### config.mk
export PLATFORM = sky130hd
export DESIGN_NAME = deser8
export DESIGN_NICKNAME = d
export VERILOG_FILES = /design/src/rtl/deser8.sv
export SDC_FILE = /design/constraint.sdc
export NUM_CORES = 1
export LEC_CHECK = 0
export BUFFER_PORTS_ARGS = -buffer_cell sky130_fd_sc_hd__clkbuf_2
export CAP_MARGIN = 20
export CORE_MARGIN = 2
export CORE_UTILIZATION = 49
export DETAILED_ROUTE_END_ITERATION = 6
export GPL_TIMING_DRIVEN = 0
export PLACE_DENSITY = 0.67
export SYNTH_ARGS = -nofsm -noshare
export SYNTH_HDL_FRONTEND = slang
export SYNTH_SLANG_ARGS = --single-unit
### constraint.sdc
create_clock -name clock -period 3.65 [get_ports clock]
set_input_delay 0.1825 -clock clock [delete_from_list [all_inputs] [get_ports clock]]
set_output_delay 0.1825 -clock clock [all_outputs]
set_load 0.1 [all_outputs]
### src/rtl/deser8.sv
// Serial-to-parallel deserializer: LSB-first bit stream in, WIDTH-bit word out.
// Optional even-parity frame check is compiled in with `define DESER_PARITY_EN.
module deser8 #(
    parameter int WIDTH = 8
) (
    input  logic             clock,
    input  logic             reset,
    input  logic             in,
    input  logic             in_valid,
    output logic             in_ready,
    output logic [WIDTH-1:0] out,
    output logic             out_valid,
    input  logic             out_ready,
    output logic             out_err
);

    localparam int CW = $clog2(WIDTH + 1);
`ifdef DESER_PARITY_EN
    localparam logic [CW-1:0] LAST = CW'(WIDTH);
`else
    localparam logic [CW-1:0] LAST = CW'(WIDTH - 1);
`endif

    typedef enum logic {
        COLLECT = 1'b0,
        FULL    = 1'b1
    } state_t;

    state_t           state;
    state_t           state_next;
    logic [CW-1:0]    cnt;
    logic [WIDTH-1:0] sr;
    logic [WIDTH-1:0] word_next;
    logic             accept;
    logic             complete;

    // Handshake: a beat transfers on a rising edge where valid && ready; valid
    // never waits on ready, and a held output word stays stable until taken.
    always_comb begin
        in_ready = 1'b0;
        if (!reset) in_ready = (state == COLLECT) || out_ready;
    end

    assign accept   = in_valid && in_ready;
    assign complete = accept && (state == COLLECT) && (cnt == LAST);

    // Shift register with the incoming bit placed at position cnt; a parity
    // beat (cnt == WIDTH) matches no position and leaves the data untouched.
    always_comb begin
        word_next = sr;
        for (int i = 0; i < WIDTH; i++) begin
            if (cnt == CW'(i)) word_next[i] = in;
        end
    end

    always_comb begin
        state_next = state;
        case (state)
            COLLECT: if (complete) state_next = FULL;
            FULL:    if (out_ready) state_next = COLLECT;
            default: state_next = COLLECT;
        endcase
    end

    always_ff @(posedge clock or posedge reset) begin
        if (reset) begin
            state     <= COLLECT;
            cnt       <= '0;
            sr        <= '0;
            out       <= '0;
            out_valid <= 1'b0;
        end else begin
            state <= state_next;
            if (state == FULL && out_ready) out_valid <= 1'b0;
            if (accept) begin
                if (state == FULL) begin
                    sr  <= {{(WIDTH-1){1'b0}}, in};
                    cnt <= CW'(1);
                end else if (complete) begin
                    out       <= word_next;
                    out_valid <= 1'b1;
                    sr        <= '0;
                    cnt       <= '0;
                end else begin
                    sr  <= word_next;
                    cnt <= cnt + CW'(1);
                end
            end
        end
    end

`ifdef DESER_PARITY_EN
    // Even parity: data bits XOR parity bit must be 0; word is delivered anyway.
    always_ff @(posedge clock or posedge reset) begin
        if (reset) begin
            out_err <= 1'b0;
        end else if (complete) begin
            out_err <= (^sr) ^ in;
        end
    end
`else
    assign out_err = 1'b0;
`endif

endmodule

==> reports/results.ini <==
[status]
status=finished clean

[cts]
cts_tree=built
htree_levels=1
cts_max_path_buffers=2
cts_root_buffer=clkbuf_4
cts_resized=0
cts_buffers=3
hold_buffers=0
path_clk_slew_ns=0.12
clkLatencyLatePin_ns=0.30
cts_sinks=21
post_cts_buffers=0

[route]
first_pass_iters=4
viasPerCell=5.560
highest_layer=met4
wl_per_cell_um=15.22
wirelength_mm=2.146
drcViolationCount=0
met1_length_mm=1.067
drt_iter0_drc=5
ant_nets=0
met3_length_um=46
vias=784
route.met2.wl_mm=1.008

[synth]
ys_seq_area_share_pct=46.10
synth_nets=105
avgSynthCellArea_um2=11.87
synth_edf_count=0
synth_ff_type=dfrtp_1
synth_top_area_cell=dfrtp_1
yosys-top-cells-area=dfrtp_1 (46%), mux2_4 (5.3%), mux2_2 (4.9%)
yosysWarnings=0
postSynthCellCount=96
synth_most_common_cell=dfrtp_1
synth_top_area_share_pct=46.10
synthesis.area_um2=1140
synthTopCellsByCount=dfrtp_1 (21), a21oi_1 (5), mux2_2 (5)
yosysUniqueCellTypes=36
ys_seq_elements=21
async_flop_share_pct=100.0

[timing]
rsz0062_at_grt=false
period_needed_ns=1.795
fmax_mhz=557.2
hold_viol_final=0
setup_viol=0
fin_worst_skew_ns=0.003786
relSlewSlack_pct=45.97
worst_pin_slew_ns=0.8096
slew_violations=0
finalCritPeriodShare_pct=49.17
setup_tns_ns=0

[final_layout]
nets=123
synthToLayoutAreaGrowth_pct=11.20
final_layout_size_suffix_gt1_share_pct=32.74
fillers=214
fin_util_pct=57.30
diodes=0

[power_and_ir_drop]
max-vdd-ir-drop_mv=0.4005
p_leak_nw=0.6271
powerDensity_nw_per_um2=669.9

[setup_path]
crit_type=reg2reg
crit_arrival_ns=2.00
crit_required_ns=3.85
cp-start-kind=register
end_kind=register
critical-path-slowest-cell=dfrtp_1
path_cells=inv_1 > ha_1 > nor3b_1 > mux2_2 > a221o_1
max_stage_delay_ns=0.43
crit_fanout=4

[placement]
port_buffers=13
gp_congestion=0.8037
dp_hpwl_mm=1.529

[die]
io_pins=16
coreArea_um2=2212
die_y_um=52.23
initial_utilization_pct=51.53
num_rows=17
design.die.area_um2=2728
die_x_um=52.23

[job]
max-cap-violations=0

[global_route]
grt_overflow=0
grt_pass1_vias=712
grt_pass1_wl_mm=3.539
grt_max_degree=22
grt_use_total_pct=18.01
antenna_found_initial=0

[min_path]
hp-class=in2async

[power breakdown]
| part | total, W | internal (W) | switching, W | leakage, nW |
|---|---|---|---|---|
| registers | 0.000329 | 0.000290 | 0.0000394 | 0.275 |
| logic | 0.000405 | 0.000114 | 0.000291 | 0.335 |
| clock network | 0.000114 | 0.0000409 | 0.0000735 | 0.0177 |
[logic make-up after synthesis]
logic type / share of synthesized area [%]
and+or+nand+nor: 16.80
AOI/OAI and AO/OA: 13.83
DFF: 46.10
muxes: 12.84
buffers and inverters: 5.707
adders and majority gates: 4.391
other: 0.3290
[state kept, by name, summed over array words and instances (netlist names)]
signal	flops
cnt	4
out	8
out_valid	1
state	1
sr	7
[final cells by class]
cell class / count / area (um^2) / area share [%]
Timing Repair Buffer: 13 / 65.06 / 5.133
Sequential cell: 21 / 525.5 / 41.46
Clock buffer: 3 / 22.52 / 1.777
Clock inverter: 1 / 5.005 / 0.3949
Tap cell: 28 / 35.03 / 2.764
Multi-Input combinational cell: 64 / 549.3 / 43.34
Inverter: 4 / 15.01 / 1.185
Buffer: 7 / 50.05 / 3.949
[cells in the final DEF, fill, tap and decap left out, types with 4 or more instances in the layout]
cell type / count
buf_4: 4
nor3b_1: 4
a21oi_1: 5
ha_1: 4
clkbuf_2: 13
inv_1: 4
o2bb2ai_1: 4
mux2_2: 5
dfrtp_1: 21
mux2_4: 4
nand3b_1: 4
[worst max-delay path: cells and delay by family (launching register included)]
kind | cells | cell delay, ns
AND/OR/NAND/NOR | 1 | 0.25
flip-flops | 1 | 0.43
AO/OA/AOI/OAI | 1 | 0.32
multiplexers | 1 | 0.38
buffers and inverters | 1 | 0.13
adder cells (fa/ha/maj) | 1 | 0.18
[worst paths after layout]
kind / endpoint / cells past startpoint / slack (ns) / start
setup reg to reg: sr[0]$_DFFE_PP0N_ / 5 / 1.86 / cnt[0]$_DFFE_PP0N_
hold reg to reg: out_valid$_DFF_PP0_ / 1 / 0.50 / out_valid$_DFF_PP0_
min in group clock: out_valid$_DFF_PP0_ / 3 / 0.16 / out_ready
hold / removal: out_valid$_DFF_PP0_ / 2 / 0.03 / reset
setup / recovery: sr[0]$_DFFE_PP0N_ / 5 / 1.86 / cnt[0]$_DFFE_PP0N_
max in group asynchronous: out[2]$_DFFE_PP0P_ / 2 / 3.12 / reset
[per-layer routing]
layer | track usage [%] | up-vias
met5 | 0 | -
met4 | 5.128 | 0
met3 | 3.429 | 4
met2 | 26.37 | 12
met1 | 27.14 | 385
li1 | - | 383
[through the flow]
stage	setup slack, ns	power, W	hold WS, ns	area, um^2	instances
global placement	1.877	0.0007338	0.3838	1240	137
floorplan	1.569	0.0006751	0.1590	1140	96
detailed placement	1.860	0.0007421	0.3992	1240	137
CTS	1.834	0.0008541	0.05850	1267	141
global route	1.728	0.0008977	0.1168	1267	141
finish	1.855	0.0008491	0.03208	1267	141
Note: power is estimated with default switching activity, not from simulation.
